[src/rtl/clk_div_bank.sv]
// Bank of NUM_CH runtime-programmable clock dividers producing tick strobes and 50% squares.
// Optional debug override of every divisor is compiled in with CLK_DIV_BANK_DEBUG_EN.

module clk_div_lane #(
  parameter int unsigned CNT_W       = 24,
  parameter int unsigned DEFAULT_DIV = 13500000
) (
  input  logic             clk_27,
  input  logic             reset,
  input  logic             wr,
  input  logic [CNT_W-1:0] val,
  input  logic             sync,
  input  logic             force_en,
  input  logic [CNT_W-1:0] force_div,
  output logic             tick,
  output logic             sq
);
  localparam logic [CNT_W-1:0] DEF = CNT_W'(DEFAULT_DIV);

  logic [CNT_W-1:0] pend, act, cnt;
  logic [CNT_W-1:0] pend_nxt, src;

  // A write landing on a reload edge is seen by that reload (write-through).
  assign pend_nxt = wr ? val : pend;
  assign src      = force_en ? force_div : pend_nxt;

  always_ff @(posedge clk_27 or posedge reset) begin
    if (reset) begin
      pend <= DEF;
      act  <= DEF;
      cnt  <= DEF;
      tick <= 1'b0;
      sq   <= 1'b0;
    end else begin
      pend <= pend_nxt;
      if (sync) begin
        act  <= src;
        cnt  <= src;
        sq   <= 1'b0;
        tick <= 1'b0;
      end else if (act != '0) begin
        if (cnt == CNT_W'(1)) begin
          tick <= 1'b1;
          sq   <= ~sq;
          act  <= src;
          cnt  <= src;
        end else begin
          tick <= 1'b0;
          cnt  <= cnt - CNT_W'(1);
        end
      end else begin
        // Disabled: hold sq, restart as soon as a non-zero divisor is available.
        tick <= 1'b0;
        if (src != '0) begin
          act <= src;
          cnt <= src;
        end
      end
    end
  end
endmodule

module clk_div_bank #(
  parameter int unsigned NUM_CH      = 4,
  parameter int unsigned CNT_W       = 24,
  parameter int unsigned DEFAULT_DIV = 13500000
`ifdef CLK_DIV_BANK_DEBUG_EN
  , parameter int unsigned DEBUG_DIV = 1350000
`endif
) (
  input  logic                                    clk_27,
  input  logic                                    reset,
`ifdef CLK_DIV_BANK_DEBUG_EN
  input  logic                                    debug,
`endif
  input  logic                                    div_wr,
  input  logic [(NUM_CH > 1 ? $clog2(NUM_CH) : 1)-1:0] div_sel,
  input  logic [CNT_W-1:0]                        div_val,
  input  logic                                    sync,
  output logic [NUM_CH-1:0]                       tick,
  output logic [NUM_CH-1:0]                       sq
);
  localparam int SEL_W = (NUM_CH > 1) ? $clog2(NUM_CH) : 1;

  logic [NUM_CH-1:0] wr_vec;
  logic              force_en;
  logic [CNT_W-1:0]  force_div;

`ifdef CLK_DIV_BANK_DEBUG_EN
  assign force_en  = debug;
  assign force_div = CNT_W'(DEBUG_DIV);
`else
  assign force_en  = 1'b0;
  assign force_div = '0;
`endif

  // Out-of-range selects match no lane and are dropped.
  always_comb begin
    wr_vec = '0;
    for (int i = 0; i < NUM_CH; i++)
      wr_vec[i] = div_wr && (div_sel == SEL_W'(i));
  end

  clk_div_lane #(
    .CNT_W      (CNT_W),
    .DEFAULT_DIV(DEFAULT_DIV)
  ) u_lane [NUM_CH-1:0] (
    .clk_27   (clk_27),
    .reset    (reset),
    .wr       (wr_vec),
    .val      (div_val),
    .sync     (sync),
    .force_en (force_en),
    .force_div(force_div),
    .tick     (tick),
    .sq       (sq)
  );
endmodule

[config.mk]
export PLATFORM = sky130hd
export DESIGN_NAME = clk_div_bank
export DESIGN_NICKNAME = d
export VERILOG_FILES = /design/src/rtl/clk_div_bank.sv
export SDC_FILE = /design/constraint.sdc
export NUM_CORES = 1
export LEC_CHECK = 0
export BUFFER_PORTS_ARGS = -buffer_cell sky130_fd_sc_hd__buf_2
export CELL_PAD_IN_SITES_DETAIL_PLACEMENT = 1
export CELL_PAD_IN_SITES_GLOBAL_PLACEMENT = 1
export CORE_ASPECT_RATIO = 1.4
export CORE_UTILIZATION = 50
export CTS_CLUSTER_SIZE = 28
export DETAILED_ROUTE_END_ITERATION = 16
export GPL_TIMING_DRIVEN = 0
export PLACE_DENSITY_LB_ADDON = 0.1
export SLEW_MARGIN = 25
export SYNTH_ARGS = -nofsm -noshare
export SYNTH_HDL_FRONTEND = slang
export SYNTH_SLANG_ARGS = --single-unit
[constraint.sdc]
create_clock -name clk_27 -period 21.9 [get_ports clk_27]
set_input_delay 5.475 -clock clk_27 [delete_from_list [all_inputs] [get_ports clk_27]]
set_output_delay 5.475 -clock clk_27 [all_outputs]
set_load 0.005 [all_outputs]
Word-level counts from Yosys, hierarchy flattened
Index checks and enable logic that the tools add are counted.
Widths: inputs -> output; s select.
{ "classes": {"eq_ne": 11, "bitwise": 4, "n_reduce_logical": 33, "mux": 56, "n_addsub": 4} }
{ "ops": {"columns": ["cell", "count"], "rows": [
  ["$mux 24", 32],
  ["$reduce_bool 24->1", 8],
  ["$eq 24x1->1 const B", 4],
  ["$sub 24x1->24 const B", 4],
  ["$mux 1", 24],
  ["$reduce_and 2->1", 8],
  ["$reduce_bool 2->1", 8],
  ["$ne 3x3->1 const B", 4],
  ["$reduce_bool 3->1", 4],
  ["$eq 2x2->1 const B", 2],
  ["$logic_and 1x1->1", 4],
  ["$not 1->1", 4],
  ["$eq 2x1->1 const B", 1],
  ["$logic_not 2->1", 1]
]} }
{ "word_totals": {"input_bits": 30, "reg_bits": 296, "wordCells": 128} }

Logic depth before layout (Yosys ltp)
Gate-level depths: netlist of the first run.
{ "depth": {"depth_word": 7, "depth_mapped": 11, "depth_no_buf": 8} }

Hierarchy
From an unflattened synthesis of the first run, not the netlist that was laid out.
{ "hier_totals": {"hier_cells": 1469, "area_unflattened_um2": 15771.4} }
{ "modules_own_cells": {"columns": ["module", "cells_each", "seq_area_each_um2", "n_inst", "area_per_inst_um2"], "rows": [
  ["clk_div_lane", 366, 1904.3, 4, 3932.5],
  ["clk_div_bank", 5, 0.0, 1, 41.3]
]} }

Worst setup path before layout of the first run
OpenSTA, ideal clock, no wires.
{ "synth_timing": {"path_type": "input port to flip-flop", "startpoint": "input port div_val[19]", "endpoint": "register u_lane[2].cnt[8]", "required_ps": 21774, "setup_ps": 126, "path_slack_ps": 13905, "n_path_buf": 1, "t_arrival_ps": 7868, "path_stages": 7, "cell_sequence": "or2_2 or4_1 or4_1 a2111oi_4 nor2_1 clkbuf_1 a221o_1"} }
{ "synth_via": {"elab_chain_cells": 3} }
{ "synth_rtl": {"columns": ["item", "line_no", "rtl"], "rows": [
  ["from (decl)", "78", "input logic [CNT_W-1:0] div_val,"],
  ["$mux 24", "24", "assign pend_nxt = wr ? val : pend;"],
  ["$reduce_bool 24->1", "54", "if (src != '0) begin"],
  ["$reduce_bool 3->1 (no line)", null, null],
  ["to (signal assigned)", "38", "cnt <= src;"],
  ["to (signal assigned)", "49", "cnt <= cnt - CNT_W'(1);"],
  ["to (signal assigned)", "56", "cnt <= src;"],
  ["to (decl)", "20", "logic [CNT_W-1:0] pend, act, cnt;"]
]} }
Every way passes these cells.
A chain may end at the register's enable or synchronous reset.

Worst setup path after layout of the first run
{ "layout_timing": {"startpoint": "input port div_val[20]", "endpoint": "register u_lane[1].cnt[20]"} }
{ "layout_via": {"elab_chain_cells": 4, "word_cells_on_any_way": 7, "cone_classes": "mux: 5; reduce/logical: 2"} }
{ "layout_rtl": {"columns": ["item", "line_no", "rtl"], "rows": [
  ["$mux 24 (*)", "24", null],
  ["parallel branches: the longest is 3 deep, another holds $reduce_bool 24->1", null, null],
  ["to (signal assigned)", "38", null],
  ["to (signal assigned)", "46", "cnt <= src;"],
  ["to (signal assigned)", "56", null],
  ["to (decl)", "20", null]
]} }
Mark *: on every way between the ends. The select of a mux whose other input is x is not followed.

==> impl_metrics.json, run 1 <==
{
  "outcome": "complete, no violations",
  "drv_cap": 0,
  "fill_cells": 3033,
  "drtPass1Iterations": 5,
  "leakage_nw": 6.66,
  "synth_top_area_cell": "dfstp_2",
  "ctsHoldBuffers": 0,
  "maxSlewViolCount": 0,
  "syn_area_per_cell_um2": 10.6,
  "htree_levels": 1,
  "hp-class": "flip-flop to flip-flop",
  "cts_tree": "yes",
  "track_usage_pct": 31.9,
  "ys_warn_count": 0,
  "clk_latency_ns": 0.58,
  "start_util_pct": 51.3,
  "synth_compound_area_share_pct": 14.3,
  "tightest_slew_ns": 0.906,
  "crit_required_ns": 22.35,
  "finalClockSkew_ns": 0.00845,
  "synth_top_family_by_area": "simple AND/OR/NAND/NOR gates",
  "cts_buffers": 31,
  "hold_depth": 2,
  "finalWeightedCongestion": 0.866,
  "synth-main-ff-cell": "dfstp_2",
  "syn2layout_area_growth_pct": 12.8,
  "nets": 1464,
  "grt_start_max_net_pins": 83,
  "synth_fp_nets": 1394,
  "end_kind": "flip-flop",
  "fmax_ghz": 0.121,
  "clock_sinks": 296,
  "dp_hpwl_mm": 32.5,
  "placementRows": 72,
  "die_h_um": 202,
  "worstPathMaxFanout": 10,
  "num_antenna_cells": 0,
  "grt_overflow": 0,
  "clk_pin_slew_ns": 0.07,
  "wire_per_inst_um": 25.2,
  "cts_resized": 0,
  "cts_buffer_depth": 3,
  "min_period_over_period_pct": 37.9,
  "ant_nets": 0,
  "io_pins": 38,
  "period_minus_slack_ns": 8.30,
  "via_count": 11600,
  "synth.most_common_cell": "dfstp_2",
  "synth_xor_area_share_pct": 0.184,
  "critical_path_class": "input pin to flip-flop",
  "setup_viol": 0,
  "drtIter0Drc": 580,
  "drc_errors": 0,
  "placed_cells": 1763,
  "cts_root_buffer": "clkbuf_16",
  "syn_area_um2": 14300,
  "die_w_um": 145,
  "start_kind": "input pin",
  "core_um2": 27900,
  "stdcell_count": 1820,
  "cts_setup_buffers": 0,
  "ir_drop_uv": 79.0,
  "via_per_inst": 6.39,
  "synth_common_cells": "dfstp_2, nand2_1, dfrtp_1, mux2_2, nor4_1",
  "rsz0062_at_grt": "false",
  "drive_gt1_share_pct": 29.4,
  "finalHoldViolCount": 0,
  "power_density_nw_per_um2": 99.6,
  "reg2regPathDepth": 9,
  "fp.dieArea_um2": 29300,
  "portBuffers": 34,
  "ys_seq_area_share_pct": 53.2,
  "synth_top_area_share_pct": 30.8,
  "synth_simple_gate_area_share_pct": 19.8,
  "antenna_found_initial": 2,
  "synthCells": 1356,
  "ys_types": 65,
  "totalWireLength_mm": 45.8,
  "arrival_ns": 8.75,
  "grt_pass1_wl_mm": 72.5,
  "finalSetupTns_ns": 0,
  "yosys.area_share.adder_pct": 0.699,
  "async_flop_share_pct": 100,
  "synth-edff-count": 0,
  "relSlewSlack_pct": 39.5,
  "synthTopCellsByArea": "dfstp_2, dfrtp_1, mux2_2",
  "synth_seq_cells": 296,
  "synth_mux_area_share_pct": 8.12,
  "grt_pass1_vias": 12600
}
[metrics by stage]
step	power (W)	instance area [µm²]	hold WS, ns	util [%]	worst slack (ns)
6_report	0.00161	16200	0.483	57.8	13.60
3_5_place_dp	0.00103	15000	0.470	53.9	13.12
2_1_floorplan	0.000930	14300	0.448	-	8.53
4_1_cts	0.00161	16100	0.480	57.8	13.70
5_1_grt	0.00167	16200	0.506	57.8	13.52
3_3_place_gp	0.00101	14900	0.465	53.5	5.18
[placed cells by master, fill, tap and decap left out, drive strengths merged, types with 32 or more instances in the layout]
| cell type | instances |
|---|---|
| a21oi | 49 |
| a221o | 35 |
| buf | 69 |
| clkbuf | 88 |
| dfrtp | 128 |
| dfstp | 168 |
| inv | 44 |
| mux2 | 89 |
| nand2 | 159 |
| nand3 | 37 |
| nor2 | 74 |
| nor3 | 67 |
| nor4 | 77 |
| o21a | 35 |
| o21ai | 51 |
| o221a | 32 |
[worst max-delay path: stages]
cell       delay (ns)
buf_2            0.18
nor4_1           0.37
or4b_1           0.48
o21a_1           0.20
a2111oi_1        0.82
nor2_1           0.35
clkbuf_1         0.43
a221o_1          0.42
[flip-flops by register name, indices dropped and copies added, names as in the netlist]
| register | count |
|---|---|
| u_lane.act | 96 |
| u_lane.pend | 96 |
| u_lane.cnt | 96 |
| u_lane.sq | 4 |
| u_lane.tick | 4 |
[cell type report]
cell class | instances | area, µm² | area share [%]
plain buffers | 81 | 370 | 2.29
clock buffers | 39 | 826 | 5.11
clock inverters | 18 | 270 | 1.67
inverters | 42 | 165 | 1.02
multi-input cells | 937 | 6190 | 38.3
flip-flops and latches | 296 | 7620 | 47.2
well taps | 370 | 463 | 2.87
repair buffers | 37 | 253 | 1.56
[cell families (layout without fill, tap and decap cells)]
logic type,Yosys count,in the layout
flops,296,296
compound gates,268,268
mux,105,105
xor+xnor,3,3
fa+ha+maj,8,8
simple gates,553,553
buf+inv,123,217
[where the power goes]
part | internal [W] | switching [W]
logic | 0.000109 | 0.000152
registers | 0.000690 | 0.0000826
clock network | 0.000340 | 0.000236
[metal layers]
| layer | track usage [%] | vias to the layer above | wire length (µm) |
|---|---|---|---|
| li1 | - | 5162 | - |
| met1 | 38.1 | 6066 | 18300 |
| met2 | 57.6 | 304 | 23800 |
| met3 | 3.79 | 103 | 1970 |
| met4 | 13.5 | 2 | 1790 |
| met5 | 0 | - | 12 |
[path summary, 6_finish.rpt]
check                                    from                 end  slack, ns
min in group asynchronous               reset    u_lane[0].cnt[7]       4.93
min reg2reg                u_lane[0].pend[11]  u_lane[0].pend[11]       0.48
max                               div_val[20]   u_lane[1].cnt[20]      13.60
min                        u_lane[0].pend[11]  u_lane[0].pend[11]       0.48
max reg2reg                 u_lane[3].cnt[12]    u_lane[3].act[7]      18.14
max in group asynchronous               reset   u_lane[1].cnt[12]      15.78
Power figures use the tool's default switching activity.
==> run 2: changes to the inputs <==
ABC_AREA = 1   (was not set)
CORE_UTILIZATION = 42   (was 50)
clock period = 6.75 ns   (was 21.9 ns; I/O delays follow)
==> impl_metrics.json, run 2 <==
{
  "outcome": "complete, but fails checks",
  "failed_checks": "DRC",
  "synth_fp_nets": 2221,
  "wire_per_inst_um": 17.7,
  "finalHoldViolCount": 0,
  "grt_overflow": 0,
  "met1_length_mm": 20.6,
  "grt_start_max_net_pins": 32,
  "leakage_nw": 9.15,
  "via_count": 13600,
  "cts_tree": "yes",
  "drc_errors": 5,
  "cts_root_buffer": "clkbuf_16",
  "fin_area_um2": 18100,
  "drv_cap": 0,
  "fill_cells": 4728,
  "nets": 2303,
  "stdcell_count": 2758,
  "slowest_delay_ns": 0.71,
  "grt_pass1_wl_mm": 79.2,
  "drtPass1Iterations": 11,
  "period_minus_slack_ns": 4.02,
  "arrival_ns": 4.44,
  "synthCells": 2183,
  "relSlewSlack_pct": 34.1,
  "dr.max_layer_used": "met5",
  "cts_buffers": 34,
  "num_antenna_cells": 0,
  "synth_top_area_share_pct": 27.8,
  "clock_sinks": 296,
  "via_per_inst": 4.92,
  "synth_top_area_cell": "dfstp_2",
  "antenna_found_initial": 2,
  "ys_types": 36,
  "ys_warn_count": 0,
  "end_kind": "flip-flop",
  "drtIter0Drc": 537,
  "placed_cells": 2696,
  "start_util_pct": 43.0,
  "critPathSlowestCell": "clkbuf_1",
  "crit_required_ns": 7.16,
  "synth_common_cells": "nand2_1, inv_1, nor2_1, dfstp_2, dfrtp_1",
  "seq_area_um2": 7620,
  "synth-edff-count": 0,
  "top_regs": "u_lane.act x96, u_lane.cnt x96, u_lane.pend x96",
  "final_common_cell": "nand2_1",
  "synth-main-ff-cell": "dfstp_2",
  "cts_setup_buffers": 0,
  "drive_gt1_share_pct": 15.3,
  "critical_path_class": "input pin to flip-flop",
  "cts_buffer_depth": 3,
  "grt_pass1_vias": 14600,
  "ir_drop_uv": 185,
  "final_cell_mix": "nand2_1, inv_1, nor2_1",
  "rsz0062_at_grt": "false",
  "synth.most_common_cell": "nand2_1",
  "hp-class": "flip-flop to flip-flop",
  "wl_met2_mm": 25.2,
  "track_usage_pct": 26.3,
  "multiInputGateArea_um2": 6650,
  "totalWireLength_mm": 48.8,
  "power_density_nw_per_um2": 291,
  "syn2layout_area_growth_pct": 13.7,
  "ant_nets": 0,
  "dr_wl_met3_mm": 1.18,
  "ctsHoldBuffers": 0,
  "io_pins": 38,
  "ys_seq_area_share_pct": 48.0,
  "synthTopCellsByArea": "dfstp_2, nand2_1, dfrtp_1",
  "path_cells": "buf_2 > inv_1 > clkbuf_1 > nand3_1 > inv_1 > clkbuf_1 > nand2_1 > o21ai_0 > nand2_1",
  "setup_viol": 0,
  "dp_hpwl_mm": 37.9,
  "post_dp_cell_area_um2": 16900,
  "worstPathMaxFanout": 10,
  "fmax_ghz": 0.249,
  "maxSlewViolCount": 0,
  "min_period_over_period_pct": 59.6,
  "syn_area_per_cell_um2": 7.28,
  "fp.dieArea_um2": 38600,
  "die_w_um": 166,
  "finalWeightedCongestion": 0.842,
  "placementRows": 83,
  "die_h_um": 232,
  "clk_pin_slew_ns": 0.06,
  "portBuffers": 35,
  "clk_latency_ns": 0.53,
  "async_flop_share_pct": 100,
  "cts_resized": 0,
  "tightest_slew_ns": 0.981,
  "synth_seq_cells": 296,
  "htree_levels": 2,
  "core_um2": 37000,
  "finalClockSkew_ns": 0.0118,
  "syn_area_um2": 15900,
  "start_kind": "input pin"
}
-- run 2: cell count changes in the layout (fill, tap and decap cells not counted), moves of 67 or more --
cell / change
nand2_1: +730
inv_1: +259
nor2_1: +169
mux2_2: -89
nor4_1: -73
nand3_1: +67
-- run 2: final timing paths --
check,cells past startpoint,slack [ns],to,start
hold / removal,2,0.46,u_lane[3].act[15],u_lane[3].act[15]
max in group asynchronous,6,4.35,u_lane[1].act[16],reset
hold reg to reg,2,0.46,u_lane[3].act[15],u_lane[3].act[15]
min in group asynchronous,2,1.22,u_lane[3].sq,reset
setup reg to reg,10,4.28,u_lane[0].cnt[1],u_lane[0].cnt[9]
setup / recovery,9,2.73,u_lane[0].cnt[1],sync
-- run 2: area by class of cell --
class	instances	share of cell area, %
Sequential cell	296	42.2
Inverter	308	6.42
Timing Repair Buffer	46	2.31
Multi-Input combinational cell	1507	36.8
Clock inverter	9	0.575
Buffer	72	2.56
Tap cell	467	3.24
Clock buffer	53	5.90
-- run 2: power breakdown --
group          internal, W  total, W  leakage [nW]  switching, W
sequential         0.00217   0.00236          3.24      0.000196
combinational     0.000319  0.000942          5.33      0.000623
clock              0.00117   0.00195         0.577      0.000780
total              0.00365   0.00525          9.15       0.00160
-- run 2: critical path: cells and delay by family --
kind                   cells  cell delay (ns)
buffers and inverters      5             1.89
AND/OR/NAND/NOR            3             0.73
AO/OA/AOI/OAI              1             0.11
-- run 2: per-stage QoR --
stage / power, W / util, % / setup WS (ns) / hold WS, ns / TNS, ns
floorplan: 0.00300 / - / 1.27 / 0.442 / 0
global placement: 0.00326 / 45.0 / -0.807 / 0.448 / -101.08
detailed placement: 0.00333 / 45.7 / 2.21 / 0.452 / 0
CTS: 0.00531 / 48.8 / 2.74 / 0.462 / 0
global route: 0.00553 / 48.8 / 2.59 / 0.475 / 0
finish: 0.00525 / 48.8 / 2.73 / 0.459 / 0
-- run 2: metal layers --
layer | global-route usage (%) | vias up
met3 | 3.24 | 82
li1 | - | 6718
met1 | 31.2 | 6617
met2 | 48.4 | 143
met5 | 0 | -
met4 | 10.3 | 4
-- run 2: cells by family after synthesis --
| logic type | count (synthesis) | share of synthesized area, % |
|---|---|---|
| AOI/OAI and AO/OA | 129 | 4.55 |
| buffers and inverters | 380 | 10.2 |
| DFF | 296 | 48.0 |
| adders and majority gates | 8 | 0.630 |
| xor gates and xnor gates | 73 | 4.03 |
| and+or+nand+nor | 1297 | 32.6 |
==> run 3: changes to the inputs <==
CORE_UTILIZATION = 47   (was 42)
clock period = 4 ns   (was 6.75 ns; I/O delays follow)
==> impl_metrics.json, run 3 (synthesized netlist as in run 2, its figures left out) <==
{
  "outcome": "complete, no violations",
  "pwr-share-comb_pct": 18.1,
  "worstPathMaxFanout": 10,
  "rsz0062_at_grt": "false",
  "nets": 2303,
  "clk_pin_slew_ns": 0.06,
  "io_pins": 38,
  "cts_root_buffer": "clkbuf_16",
  "min_period_over_period_pct": 83.6,
  "drc_errors": 0,
  "grt_pass1_wl_mm": 80.2,
  "fin_total_pwr_w": 0.00891,
  "ant_nets": 0,
  "finalClockSkew_ns": 0.0142,
  "seq_area_um2": 7620,
  "cts_buffers": 34,
  "antenna_found_initial": 0,
  "start_kind": "input pin",
  "grt_overflow": 0,
  "fin_util_pct": 54.3,
  "clock_sinks": 296,
  "maxSlewViolCount": 0,
  "hp-class": "flip-flop to flip-flop",
  "p_int_w": 0.00620,
  "cts_tree": "yes",
  "ctsHoldBuffers": 0,
  "syn2layout_area_growth_pct": 13.6,
  "via_count": 13900,
  "drtIter0Drc": 646,
  "start_util_pct": 47.8,
  "via_per_inst": 5.08,
  "final_common_cell": "nand2_1",
  "final_cell_mix": "nand2_1, inv_1, nor2_1",
  "htree_levels": 2,
  "pwr-share-clk_pct": 37.1,
  "drive_gt1_share_pct": 15.3,
  "grt_start_max_net_pins": 30,
  "fill_cells": 4321,
  "tightest_slew_ns": 0.955,
  "crit_required_ns": 4.40,
  "power_density_nw_per_um2": 494,
  "relSlewSlack_pct": 35.8,
  "hold_depth": 2,
  "switching_share_pct": 30.5,
  "dp_hpwl_mm": 37.9,
  "drtPass1Iterations": 4,
  "switchingPower_w": 0.00272,
  "finalWeightedCongestion": 0.889,
  "reg2regPathDepth": 10,
  "finalHoldViolCount": 0,
  "wire_per_inst_um": 18.1,
  "setup_viol": 0,
  "p_seq_share_pct": 44.8,
  "clk_latency_ns": 0.53,
  "end_kind": "flip-flop",
  "top_regs": "u_lane.act x96, u_lane.cnt x96, u_lane.pend x96",
  "critical_path_class": "input pin to flip-flop",
  "totalWireLength_mm": 49.6,
  "track_usage_pct": 30.3,
  "num_antenna_cells": 0,
  "leakage_nw": 9.16,
  "multiInputGateArea_um2": 6650,
  "cts_resized": 0,
  "ir_drop_uv": 388,
  "fp.dieArea_um2": 34500,
  "die_h_um": 220,
  "arrival_ns": 3.75,
  "cts_buffer_depth": 3,
  "placementRows": 79,
  "period_minus_slack_ns": 3.35,
  "fmax_ghz": 0.299,
  "cts_setup_buffers": 0,
  "die_w_um": 157,
  "portBuffers": 35,
  "grt_pass1_vias": 15100,
  "drv_cap": 0,
  "core_um2": 33200
}
==> run 3: cell types whose count changed in the layout (fill, tap and decap cells not counted), sizes merged <==
cell	change
clkbuf	+1
clkinv	+1
clkinvlp	-1
inv	-1
==> run 3: per-layer routing <==
metal,global-route usage (%),routed length [µm],vias up
met5,0,0,-
met4,14.7,2440,0
met3,3.83,1360,113
met2,55.8,25800,211
met1,34.2,20000,6869
li1,-,-,6712
==> run 3: power by group through the flow <==
stage	Combinational, W	Clock (W)	Sequential (W)
final	0.00161	0.00331	0.00399
after global routing	0.00184	0.00348	0.00405
after CTS	0.00163	0.00336	0.00399
after detailed placement	0.00159	0	0.00403
after global placement	0.00148	0	0.00400
after floorplan	0.00113	0	0.00393
==> run 3: worst max-delay path, stage by stage <==
cell	delay, ns
buf_2	0.18
inv_1	0.26
clkbuf_1	0.73
nand3_1	0.52
inv_1	0.27
clkbuf_1	0.43
nand2_1	0.11
o21ai_0	0.14
nand2_1	0.09
==> run 3: path summary, 6_finish.rpt <==
kind	from	end	slack, ns
worst max-delay path	sync	u_lane[0].cnt[1]	0.65
worst min-delay path	u_lane[3].act[16]	u_lane[3].act[16]	0.46
worst max register to register	u_lane[0].cnt[9]	u_lane[0].cnt[1]	1.48
worst min register to register	u_lane[3].act[16]	u_lane[3].act[16]	0.46
max in group asynchronous	reset	u_lane[2].cnt[5]	2.27
min in group asynchronous	reset	u_lane[0].cnt[4]	0.48
==> run 3: metrics by stage <==
stage                     cell area (µm²)  TNS [ns]  setup slack (ns)  hold WS (ns)  cells
after global placement              16600   -562.43             -2.79         0.448   2663
final                               18000         0             0.655         0.463   2736
after CTS                           18000         0             0.665         0.463   2736
after floorplan                     15900   -101.63            -0.794         0.442   2183
after detailed placement            16900         0             0.122         0.454   2674
after global routing                18000         0             0.538         0.474   2736
==> run 3: cell type report <==
class,instances,area share [%]
sequential,296,42.2
multi-input combinational,1507,36.8
inverter,308,6.43
clock buffer,54,6.05
tap,445,3.09
buffer,72,2.57
timing repair buffer,46,2.32
clock inverter,8,0.499
